--- config.mk ---
export PLATFORM = sky130hd
export DESIGN_NAME = instr_encoder
export DESIGN_NICKNAME = d
export VERILOG_FILES = /design/src/rtl/instr_encoder.sv
export SDC_FILE = /design/constraint.sdc
export NUM_CORES = 1
export LEC_CHECK = 0
export ABC_AREA = 1
export CAP_MARGIN = 20
export CORE_MARGIN = 1
export CORE_UTILIZATION = 35
export DETAILED_ROUTE_END_ITERATION = 10
export PLACE_DENSITY = 0.62
export SLEW_MARGIN = 30
export SYNTH_ARGS = -nofsm -noshare
export SYNTH_HDL_FRONTEND = slang
export SYNTH_SLANG_ARGS = --single-unit
--- constraint.sdc ---
create_clock -name clk -period 5.15 [get_ports clk]
set_clock_uncertainty 0.1 [all_clocks]
set_input_delay 0.515 -clock clk [delete_from_list [all_inputs] [get_ports clk]]
set_output_delay 0.515 -clock clk [all_outputs]
set_load 0.1 [all_outputs]
--- src/rtl/instr_encoder.sv ---
// LEGv8 program loader: encodes symbolic instructions into 32-bit words and
// streams them to instruction memory at consecutive word addresses.
module instr_encoder #(
    parameter int ADDR_W = 64,
    parameter int CNT_W  = 16
) (
    input  logic              clk,
    input  logic              reset_n,
    input  logic              start,
    input  logic [ADDR_W-1:0] base_addr,
    input  logic [CNT_W-1:0]  num_instr,
    output logic              busy,
    output logic              done,
    input  logic              in_valid,
    output logic              in_ready,
    input  logic [3:0]        in_op,
    input  logic [4:0]        in_rd,
    input  logic [4:0]        in_rn,
    input  logic [4:0]        in_rm,
    input  logic [25:0]       in_imm,
    input  logic [1:0]        in_hw,
    output logic              wr_valid,
    input  logic              wr_ready,
    output logic [ADDR_W-1:0] wr_addr,
    output logic [31:0]       wr_data,
    output logic              err,
    output logic [CNT_W-1:0]  err_idx
);
    // state | meaning
    // IDLE  | waiting for start
    // RUN   | accepting instructions until num_instr have been taken
    // DRAIN | final word waiting in the output register
    typedef enum logic [1:0] {IDLE, RUN, DRAIN} state_t;

    state_t            state;
    logic [ADDR_W-1:0] base_q;
    logic [CNT_W-1:0]  num_q;
    logic [CNT_W-1:0]  acc_cnt;
    logic [31:0]       enc_word;
    logic              enc_err;
    logic              accept;
    logic              imm19_bad;
    logic              imm9_bad;
    logic              imm12_bad;
    logic              imm16_bad;

    assign busy     = (state != IDLE);
    assign in_ready = (state == RUN) && (acc_cnt < num_q) && (!wr_valid || wr_ready);
    assign accept   = in_valid && in_ready;

    // Signed fields fit when every bit above the field's sign bit matches it.
    assign imm19_bad = (in_imm[25:18] != {8{in_imm[18]}});
    assign imm9_bad  = (in_imm[25:8] != {18{in_imm[8]}});
    assign imm12_bad = (in_imm[25:12] != '0);
    assign imm16_bad = (in_imm[25:16] != '0);

    always_comb begin
        enc_word = '0;
        enc_err  = 1'b0;
        case (in_op)
            4'd0:  enc_word = {6'b000101, in_imm};
            4'd1:  begin enc_word = {8'b10110100, in_imm[18:0], in_rd};    enc_err = imm19_bad; end
            4'd2:  begin enc_word = {8'b01010100, in_imm[18:0], 5'b01011}; enc_err = imm19_bad; end
            4'd3:  enc_word = {11'b10101011000, in_rm, 6'b000000, in_rn, in_rd};
            4'd4:  enc_word = {11'b11101011000, in_rm, 6'b000000, in_rn, in_rd};
            4'd5:  begin enc_word = {10'b1001000100, in_imm[11:0], in_rn, in_rd}; enc_err = imm12_bad; end
            4'd6:  begin enc_word = {11'b11111000010, in_imm[8:0], 2'b00, in_rn, in_rd}; enc_err = imm9_bad; end
            4'd7:  begin enc_word = {11'b00111000010, in_imm[8:0], 2'b00, in_rn, in_rd}; enc_err = imm9_bad; end
            4'd8:  begin enc_word = {11'b11111000000, in_imm[8:0], 2'b00, in_rn, in_rd}; enc_err = imm9_bad; end
            4'd9:  begin enc_word = {11'b00111000000, in_imm[8:0], 2'b00, in_rn, in_rd}; enc_err = imm9_bad; end
            4'd10: begin enc_word = {9'b111100101, in_hw, in_imm[15:0], in_rd}; enc_err = imm16_bad; end
            4'd11: begin enc_word = {9'b110100101, in_hw, in_imm[15:0], in_rd}; enc_err = imm16_bad; end
            default: enc_err = 1'b1;
        endcase
    end

    always_ff @(posedge clk or negedge reset_n) begin
        if (!reset_n) begin
            state    <= IDLE;
            base_q   <= '0;
            num_q    <= '0;
            acc_cnt  <= '0;
            done     <= 1'b0;
            wr_valid <= 1'b0;
            wr_addr  <= '0;
            wr_data  <= '0;
            err      <= 1'b0;
            err_idx  <= '0;
        end else begin
            done <= 1'b0;
            if (wr_valid && wr_ready)
                wr_valid <= 1'b0;
            // A same-cycle drain and refill overrides the clear above, so no bubble.
            if (accept) begin
                wr_valid <= 1'b1;
                wr_data  <= enc_word;
                wr_addr  <= base_q + (ADDR_W'(acc_cnt) << 2);
                acc_cnt  <= acc_cnt + CNT_W'(1);
                if (enc_err && !err) begin
                    err     <= 1'b1;
                    err_idx <= acc_cnt;
                end
            end
            case (state)
                IDLE: begin
                    if (start) begin
                        base_q  <= base_addr & ~ADDR_W'(3);
                        num_q   <= num_instr;
                        acc_cnt <= '0;
                        err     <= 1'b0;
                        err_idx <= '0;
                        if (num_instr == '0)
                            done <= 1'b1;
                        else
                            state <= RUN;
                    end
                end
                RUN: begin
                    if (accept && (acc_cnt == num_q - CNT_W'(1)))
                        state <= DRAIN;
                end
                DRAIN: begin
                    if (wr_valid && wr_ready) begin
                        done  <= 1'b1;
                        state <= IDLE;
                    end
                end
                default: state <= IDLE;
            endcase
        end
    end
endmodule

==> run summary <==
The tools report the category of the worst setup path capture point as an output pin. Total die area: 38150 um2. The number of iterations in the first detailed-routing pass is 5, and the part of the Yosys area used for sequential elements is 0.3998.

The global-route wire length before repair is 71270 um, and the slack of the worst reg-to-reg path is 2060 ps. The width of the die is 195.3 um. The number of different library cells used by synthesis comes to 51. The tools report the category of the worst setup path launch point as a flip-flop. The later pin in the worst-skew pair is clocked with a latency of 550 ps. The run gives 0.4587 as the final design utilization.

The worst slew slack as a fraction of its limit was 0.3102. The tools report the number of max-slew violations in the final report as 0. The layout filler cell count is 3778. The global placer's final weighted congestion is 0.9187, and the fraction of layout cells with a size suffix above 1 is 0.05002.

The warning count from the yosys run was 0; the via-per-instance ratio was 5.020. 249 I/O pins were placed. The count of flip-flops with a built-in enable after synthesis was 0; the async set-or-reset flop fraction in the synthesized netlist was 1.000. In this run the most critical hold path is launched from wr_data[20].

Power spread over the standard cell area amounts to 580.1 nW/um2. The final period utilization is 0.7628, and the clock sink count is 209. Setup repair after global routing left no endpoint under its margin. After the last flow step, the layout net total stands at 2289.

The worst register-to-register path has a depth of 13. The half-perimeter wire length after placement was 34620 um. The number of global-route vias before repair is 12930. Global routing finished with a remaining overflow of 0. Max-capacitance violation count: 0. The average instance area after synthesis came out at 6.899 um2.

In this run the static leakage power is 8.203 nW. After clock tree synthesis, the clock-pin slew on the worst setup and hold paths is 60 ps. The count of nets left with antenna violations once routing finished came out at 0. The logs give 0 for the number of remaining DRC errors and 0 ps for the final sum of negative setup slack.

The number of instances on the worst hold path was 2; the post-detailed-routing wire length was 44720 um. In the final routed layout, each cell accounts on average for 17.15 um. Class of the most critical setup path: flip-flop to output pin.

The global routing usage summed across all routing layers came out at 0.2370. The number of clock buffers added by TritonCTS is 25. The data arrival time of the critical path is 3310 ps, and the post-route minimum period is 3929 ps. The tree is rooted in a clkbuf_16.

From bottom edge to top edge, the die measures 195.3 um. After floorplanning, the core was sized to cover 36700 um2. Tracing the worst setup path back leads to its startpoint at num_q[3]. The worst vdd rail ir drop was 433.5 uV; the cell area after synthesis was 13080 um2. The maximum fanout along the worst path was 4; the total of endpoints with negative setup slack in the final report was 0.

Dominant register cell in the synthesized netlist: dfrtp_1. Initial core utilization: 0.3564. The worst register-to-register path begins at num_q[3].

Counting every instance in the synthesized netlist gives 1896. The area growth from synthesis to layout is 28.70%. At the pin with the least slew margin, the transition time is 1031 ps. The number of failing hold endpoints at the final stage is 0. The run finished with clean final reports. In this run, synthesis produced a sequential element count of 209. In this run, post-CTS repair resized a total of 0 instances.

Summing over every cut layer, the via total after detailed routing is 13090. The tools report the number of antenna violations at the first check in global routing as 0. 0 antenna diodes ended up in the layout.

The destination of the worst register-to-register timing path was err_idx[2]. The tools report the maximum clock insertion buffer count as 3. TritonCTS built the clock tree. The tightest min-delay check is of the flip-flop to flip-flop type. The run gives 867 as the starting DRC count in detailed routing. The highest clock frequency the design can meet is 0.2545 GHz.

For the worst setup path, the data required time is 4530 ps. Entering global routing, the biggest net connects 123 pins. Destination of the worst hold path: wr_data[20]. The maximum level of the CTS H-tree was 1; the number of port buffers was 244. Row generation in the floorplan step produced 70 rows.
report_power, final:
group	switching [W]	internal (W)	total [W]
clock network	0.000767	0.00123	0.00199
logic	0.00380	0.00124	0.00504
registers	0.000534	0.00220	0.00273
stage by stage:
step,hold slack (ps),power (W),instances,setup slack (ps),instance area (um2)
final,377.2,0.009765,2607,1221,16830
after global routing,397.0,0.01031,2607,1022,16830
after CTS,385.3,0.009838,2607,1197,16840
after detailed placement,364.6,0.007797,2561,1800,15920
after global placement,361.8,0.007782,2561,1812,15950
after floorplan,119.4,0.006402,1897,2667,13080
layer usage:
| metal | vias to the layer above | wire length (um) | track usage |
|---|---|---|---|
| met5 | - | 0 | 0 |
| met4 | 0 | 1075 | 0.06183 |
| met3 | 56 | 2578 | 0.03074 |
| met2 | 416 | 20160 | 0.3848 |
| met1 | 6097 | 20900 | 0.3321 |
| li1 | 6519 | - | - |
repair_timing:
action | 4_1_cts | 5_1_grt
hold buffers | 1 | 0
setup buffers | 0 | 0
endpoints found under the hold margin | 53 | 0
state kept, by name (all words and copies together), names as in the netlist:
name and flops:
base_q 62, wr_addr 62, err_idx 16, acc_cnt 16, wr_valid 1, done 1
err 1, num_q 16, wr_data 32, state 2
layout by cell type (no fill, tap or decap), types with 4 or more instances in the layout:
cell type	count
a21oi_1	44
a22oi_1	4
a31oi_1	9
buf_2	9
buf_4	4
bufinv_16	6
clkbuf_16	25
clkdlybuf4s50_1	233
clkinv_2	7
dfrtp_1	209
ha_1	35
inv_1	231
inv_2	14
nand2_1	672
nand2_2	5
nand3_1	111
nand3b_1	11
nand4_1	42
nor2_1	150
nor2_2	10
nor3_1	29
nor4_1	16
o211ai_1	5
o21ai_0	135
o21ai_1	11
o22ai_1	7
xnor2_1	23
xor2_1	24
how the worst max path moves through the flow:
stage | endpoint | slack, ps | cells past startpoint
finish | in_ready | 1220 | 10
global route | in_ready | 1020 | 9
global placement | in_ready | 1810 | 8
detailed placement | in_ready | 1800 | 8
CTS | in_ready | 1200 | 10
floorplan | in_ready | 2670 | 8
worst max-delay path: stages (launching register included):
cell and delay, ps:
dfrtp_1 440, inv_1 110, ha_1 320, a21oi_1 150, nand2_1 90, nand2_1 60
nand2_1 110, nand2_1 80, nand4_1 140, inv_1 110, clkdlybuf4s50_1 1150
Yosys cell counts, types with 3 or more instances:
master,n,area share
nor2_1,151,0.043
nand3b_1,11,0.0063
dfrtp_1,209,0.40
o22ai_1,7,0.0033
o2111ai_1,3,0.0020
nand3_1,112,0.043
o31ai_1,3,0.0017
nand2_2,5,0.0024
inv_1,231,0.066
o21ai_1,11,0.0042
o211ai_1,5,0.0029
buf_4,4,0.0023
nor3_1,29,0.011
xnor2_1,23,0.015
nand2_1,672,0.19
ha_1,35,0.033
a31oi_1,9,0.0043
nand4_1,42,0.020
a21oi_1,44,0.017
nor3_2,3,0.0023
clkbuf_1,23,0.0066
buf_2,25,0.0096
nor2_2,10,0.0048
xor2_1,24,0.016
inv_2,14,0.0040
o21ai_0,135,0.052
or2_2,3,0.0014
and2_1,3,0.0014
nor4_1,16,0.0077
o221ai_1,3,0.0020
a22oi_1,4,0.0023
logic make-up (layout without fill, tap and decap cells):
family	Yosys count	after routing	synth area share
buffers and inverters	301	543	0.09049
xor gates and xnor gates	47	47	0.03147
and+or+nand+nor	1068	1068	0.3452
adders and majority gates	36	36	0.03501
DFF	209	209	0.3998
AOI/OAI and AO/OA	234	234	0.09767
other	1	2	0.0002867
cell type report:
class                   instances  area [um2]  area share
multi-input cells            1387        6690      0.3974
repair buffers                252        2487      0.1478
clock inverters                17       260.3     0.01546
inverters                     246       923.4     0.05485
flip-flops and latches        209        5230      0.3107
well taps                     468       585.6     0.03479
clock buffers                  28       656.9     0.03902
Power figures use the tool's default switching activity.
